File: src/rtl/uart_frame_pkg.sv
// uart_frame_pkg: shared FSM encoding, error codes and helpers for the UART frame parser.
package uart_frame_pkg;

    typedef enum logic [2:0] {
        ST_IDLE,
        ST_CMD,
        ST_LEN,
        ST_DATA,
        ST_CHK
    } state_t;

    localparam logic [1:0] ERR_CHK    = 2'b01;
    localparam logic [1:0] ERR_LEN    = 2'b10;
    localparam logic [1:0] ERR_TMO    = 2'b11;
    localparam logic [7:0] DEF_HEADER = 8'hA5;

    function automatic logic [7:0] sat_inc(input logic [7:0] v);
        return (v == 8'hFF) ? v : v + 8'd1;
    endfunction

endpackage

File: src/rtl/frame_timeout_timer.sv
// frame_timeout_timer: clearable inter-byte gap counter with a registered one-cycle expire pulse.
module frame_timeout_timer #(
    parameter int TIMEOUT_CYC = 50_000
) (
    input  logic sys_clk,
    input  logic sys_rst_n,
    input  logic clr,
    output logic expire
);
    localparam int CW = (TIMEOUT_CYC > 2) ? $clog2(TIMEOUT_CYC) : 1;

    logic [CW-1:0] cnt;

    // expire is registered one cycle early so the FSM acts on the cycle the count reaches TIMEOUT_CYC
    always_ff @(posedge sys_clk or negedge sys_rst_n)
        if (!sys_rst_n) begin
            cnt    <= '0;
            expire <= 1'b0;
        end else begin
            cnt    <= clr ? '0 : cnt + CW'(1);
            expire <= !clr && (cnt == CW'(TIMEOUT_CYC - 2));
        end

endmodule

File: src/rtl/uart_frame_parser.sv
// uart_frame_parser: validates HEADER/CMD/LEN/payload/CHK byte frames from the UART receiver
// and reports decoded frames or dropped-frame errors.
module uart_frame_parser
    import uart_frame_pkg::*;
#(
    parameter logic [7:0] HEADER      = DEF_HEADER,
    parameter int         MAX_LEN     = 4,
    parameter int         TIMEOUT_CYC = 50_000
) (
    input  logic        sys_clk,
    input  logic        sys_rst_n,
    input  logic [7:0]  rx_data,
    input  logic        rx_vld,
    output logic        frame_vld,
    output logic [7:0]  frame_cmd,
    output logic [2:0]  frame_len,
    output logic [31:0] frame_payload,
    output logic        err_vld,
    output logic [1:0]  err_code,
    output logic [7:0]  err_cnt,
    output logic        busy
);
    state_t      state;
    logic [7:0]  cmd;
    logic [7:0]  sum;
    logic [2:0]  len;
    logic [2:0]  left;
    logic [31:0] payload;
    logic        tmo_clr;
    logic        tmo_expire;

    assign tmo_clr = rx_vld || (state == ST_IDLE);
    assign busy    = (state != ST_IDLE);

    frame_timeout_timer #(.TIMEOUT_CYC(TIMEOUT_CYC)) u_timer (
        .sys_clk   (sys_clk),
        .sys_rst_n (sys_rst_n),
        .clr       (tmo_clr),
        .expire    (tmo_expire)
    );

    always_ff @(posedge sys_clk or negedge sys_rst_n)
        if (!sys_rst_n) begin
            state         <= ST_IDLE;
            cmd           <= '0;
            sum           <= '0;
            len           <= '0;
            left          <= '0;
            payload       <= '0;
            frame_vld     <= 1'b0;
            frame_cmd     <= '0;
            frame_len     <= '0;
            frame_payload <= '0;
            err_vld       <= 1'b0;
            err_code      <= '0;
            err_cnt       <= '0;
        end else begin
            frame_vld <= 1'b0;
            err_vld   <= 1'b0;
            if (rx_vld) begin
                case (state)
                    ST_IDLE: if (rx_data == HEADER) state <= ST_CMD;
                    ST_CMD: begin
                        cmd   <= rx_data;
                        sum   <= rx_data;
                        state <= ST_LEN;
                    end
                    ST_LEN: begin
                        sum     <= sum + rx_data;
                        len     <= rx_data[2:0];
                        left    <= rx_data[2:0];
                        payload <= '0;
                        if (rx_data > 8'(MAX_LEN)) begin
                            err_vld  <= 1'b1;
                            err_code <= ERR_LEN;
                            err_cnt  <= sat_inc(err_cnt);
                            state    <= ST_IDLE;
                        end else begin
                            state <= (rx_data == 8'd0) ? ST_CHK : ST_DATA;
                        end
                    end
                    ST_DATA: begin
                        payload <= {payload[23:0], rx_data};
                        sum     <= sum + rx_data;
                        left    <= left - 3'd1;
                        if (left == 3'd1) state <= ST_CHK;
                    end
                    ST_CHK: begin
                        if (rx_data == sum) begin
                            frame_vld     <= 1'b1;
                            frame_cmd     <= cmd;
                            frame_len     <= len;
                            frame_payload <= payload;
                        end else begin
                            err_vld  <= 1'b1;
                            err_code <= ERR_CHK;
                            err_cnt  <= sat_inc(err_cnt);
                        end
                        state <= ST_IDLE;
                    end
                    default: state <= ST_IDLE;
                endcase
            end else if (tmo_expire && state != ST_IDLE) begin
                err_vld  <= 1'b1;
                err_code <= ERR_TMO;
                err_cnt  <= sat_inc(err_cnt);
                state    <= ST_IDLE;
            end
        end

endmodule
File: config.mk
export PLATFORM = sky130hd
export DESIGN_NAME = uart_frame_parser
export DESIGN_NICKNAME = d
export VERILOG_FILES = /design/src/rtl/uart_frame_pkg.sv /design/src/rtl/frame_timeout_timer.sv /design/src/rtl/uart_frame_parser.sv
export SDC_FILE = /design/constraint.sdc
export NUM_CORES = 1
export LEC_CHECK = 0
export BUFFER_PORTS_ARGS = -buffer_cell sky130_fd_sc_hd__buf_2
export CORE_MARGIN = 3
export CORE_UTILIZATION = 41
export DETAILED_ROUTE_END_ITERATION = 12
export GPL_TIMING_DRIVEN = 0
export PLACE_DENSITY = 0.68
export SYNTH_ARGS = -nofsm -noshare
export SYNTH_HDL_FRONTEND = slang
export SYNTH_HIERARCHICAL = 1
export SYNTH_SLANG_ARGS = --single-unit
File: constraint.sdc
create_clock -name sys_clk -period 5.65 [get_ports sys_clk]
set_input_delay 0.565 -clock sys_clk [delete_from_list [all_inputs] [get_ports sys_clk]]
set_output_delay 0.565 -clock sys_clk [all_outputs]
set_load 0.005 [all_outputs]
==> impl_metrics.toml <==
[status]
status = "completed"

[die]
initial_util_pct = 43.0
floorplan.die_area_mm2 = 0.0157
die_height_um = 125
rows = 42
number_of_top_level_pins = 67
die_w_um = 125
floorplan.core_area_mm2 = 0.0136

[sta]
final-setup-viol-count = 0
layout_min_cycle_time_ns = 2.46
worst_clock_skew_ns = 0.00553
fmaxAchievable_mhz = 406
transition_time_at_the_pin_with_the_least_slew_margin_ns = 0.526
timing.final.hold_violations = 0
final.setup.worst_slack_ns = 3.19
finalSetupTns_ns = 0
maxSlewHeadroom_pct = 64.8
final_min_period_over_clock_period_pct = 43.6
grt_setup_unrepaired = "no"
count_of_final_max_slew_check_failures = 0

[synthesis]
yosys-mux-area-fraction_pct = 3.86
ys_seq_area_share_pct = 55.4
compound_cell_area_share_of_the_yosys_netlist_pct = 6.72
synth_top_family_by_area = "simple AND/OR/NAND/NOR gates"
post_synth.cell_area_avg_um2 = 9.39
postSynth.asyncResetShare_pct = 100
ys_dominant_reg_cell = "sky130_fd_sc_hd__dfrtp_1"
post_synth_num_cell_types = 51
syn-num-nets = 645
post_synth_edffs = 0
post_synth_xor_area_fraction_pct = 1.80
synth-simple-area-share_pct = 26.0
postSynthCellCount = 621
synth-seq-cells = 129
synthesis.area_mm2 = 0.00583
yosysWarningCount = 6
synthAdderAreaFrac_pct = 2.92

[detailed_routing]
drt-initial-drc-count = 285
avgRoutedWirePerCell_um = 14.5
total_vias_in_the_final_route = 4604
detail-route-antenna-nets = 0
viasPerCell = 5.15
drcViolationCount = 0
firstDrtPassIters = 5
wl_um = 13000

[cts]
numCtsBuffers = 17
clock_pin_slew_of_the_registers_on_the_worst_case_setup_and_hold_paths_ns = 0.05
clock-sinks = 129
cts-hold-fix-buffers = 0
cts_buffer_depth = 2
root_buffer = "sky130_fd_sc_hd__clkbuf_16"
cts_repair_resize_count = 0
clk_lat_worst_skew_ns = 0.42
tritoncts = "done"
post_cts_setup_buffer_count = 0
cts_max_level = 4

[worst_setup_path]
crit_type = "reg -> reg"
worst_path_arrival_time_ns = 2.81
r2r_start = "sum[5]$_DFFE_PN0P_"
ff2ff_setup_slack_ns = 3.19
crit_fanout = 10
cp-start-kind = "flip-flop"
r2r_cells = 8
worst_setup_path_end_kind = "flip-flop"
required_ns = 6.00
critical_r2r_capture = "frame_payload[30]$_DFFE_PN0P_"

[cells_and_area]
layout-area-overhead-vs-synth_pct = 20.7
layout_common_cells = "sky130_fd_sc_hd__nand2_1, sky130_fd_sc_hd__dfrtp_1, sky130_fd_sc_hd__buf_2"
finish.net_count = 729
register_area_mm2 = 0.00323
multi_input_comb_area_mm2 = 0.00240
postLayoutCellArea_mm2 = 0.00703
fillCellCount = 1246
layout-drive-gt1-share_pct = 17.4
commonest_non_fill_non_tap_cell_in_the_layout = "sky130_fd_sc_hd__nand2_1"

[power_and_ir_drop]
pwr_density_cell_mw_per_mm2 = 444
static-leakage-power_nw = 3.67
vdd_ir_drop_max_v = 0.000383
fin_total_pwr_w = 0.00312

[place]
buffer_ports.inserted = 64
place_area_mm2 = 0.00640
dp_hpwl_um = 9050
finalWeightedCongestion = 0.871
detailedPlace.worstSlack_ns = 2.72

[global_routing]
grt_max_degree = 103
initial_antenna_violation_count = 2
grt_pass1_wl_um = 22100
grt_usage_pct = 17.1
overflow = 0
grt_pass1_vias = 4637

[run]
cap_violations = 0

[min_path]
worstHoldPathType = "in -> async"
state kept, by name, summed over array words and instances (netlist names), 2 cells and up:
signal and count:
cmd 8, err_cnt 8, err_code 2, frame_cmd 8
frame_len 3, frame_payload 32, left 3, len 3
payload 32, state 3, sum 8, u_timer/cnt 16
cell type report:
| class | count | area share, % |
|---|---|---|
| antenna | 1 | 0.0356 |
| buffer | 31 | 1.92 |
| clock buffer | 22 | 6.74 |
| clock inverter | 9 | 2.19 |
| inverter | 16 | 0.854 |
| multi-input combinational | 445 | 34.2 |
| sequential | 129 | 45.9 |
| tap | 176 | 3.13 |
| timing repair buffer | 65 | 5.03 |
routing by layer:
metal / GRT usage [%] / share of wire (%) / vias up
li1: - / - / 2253
met1: 20.7 / 43 / 2207
met2: 28.1 / 48 / 114
met3: 6.01 / 5.8 / 28
met4: 6.82 / 2.4 / 2
met5: 0 / 0.054 / -
worst max-delay path, cell delays in order (launching register included):
cell                      delay [ns]
sky130_fd_sc_hd__dfrtp_1        0.38
sky130_fd_sc_hd__ha_1           0.34
sky130_fd_sc_hd__nor4_1         0.32
sky130_fd_sc_hd__and3_1         0.25
sky130_fd_sc_hd__nand3_1        0.38
sky130_fd_sc_hd__inv_2          0.29
sky130_fd_sc_hd__buf_2          0.27
sky130_fd_sc_hd__nand2_1        0.10
sky130_fd_sc_hd__nand2_1        0.07
Yosys cell counts (all sizes together), types with 2 or more instances:
cell / count / area (um^2)
mux2i: 3 / 30.0
o22ai: 3 / 18.8
and2: 2 / 15.0
nor4: 5 / 31.3
xor2: 4 / 35.0
dfrtp: 129 / 3230
nand4: 9 / 77.6
or4: 5 / 37.5
nand2: 211 / 795
nor2: 28 / 105
nor4b: 2 / 32.5
ha: 12 / 150
a31oi: 3 / 18.8
clkbuf: 20 / 75.1
buf: 11 / 60.1
o21a: 3 / 22.5
mux2: 17 / 195
o31ai: 7 / 52.6
o21ai: 16 / 80.1
xnor2: 8 / 70.1
or3: 5 / 36.3
and3: 5 / 31.3
nor3: 5 / 25.0
a21oi: 23 / 115
o211ai: 3 / 27.5
inv: 16 / 60.1
nor2b: 6 / 37.5
nand3: 41 / 205
a211oi: 2 / 15.0
nand2b: 9 / 56.3
how the worst max path moves through the flow:
stage                            start                            end  slack, ns  cells after the start
global placement             sys_rst_n   frame_payload[4]$_DFFE_PN0P_       2.37                      1
CTS                 sum[5]$_DFFE_PN0P_  frame_payload[30]$_DFFE_PN0P_       3.14                      8
detailed placement          rx_data[5]       frame_cmd[3]$_DFFE_PN0P_       2.72                      9
floorplan                   rx_data[6]         err_cnt[1]$_DFFE_PN0P_       3.52                      7
global route        sum[4]$_DFFE_PN0P_  frame_payload[28]$_DFFE_PN0P_       3.02                      8
finish              sum[5]$_DFFE_PN0P_  frame_payload[30]$_DFFE_PN0P_       3.19                      8
power breakdown:
group          internal [W]  switching, W
Sequential          0.00110      0.000132
Combinational      0.000309      0.000433
Clock              0.000770      0.000382
stage by stage:
step	std cells	hold slack, ns	util (%)
floorplan	621	0.269	-
detailed placement	862	0.449	47.2
finish	894	0.0118	51.9
CTS	893	0.00419	51.9
global route	894	0.0173	51.9
global placement	861	0.449	47.0
logic make-up (layout without fill, tap and decap cells):
family / Yosys count / count (layout)
fa+ha+maj: 13 / 13
other cells: 0 / 1
buf+inv: 47 / 143
compound gates: 64 / 64
flops: 129 / 129
simple gates: 336 / 336
xor+xnor: 12 / 12
mux: 20 / 20
(Power assumes the default switching activity.)
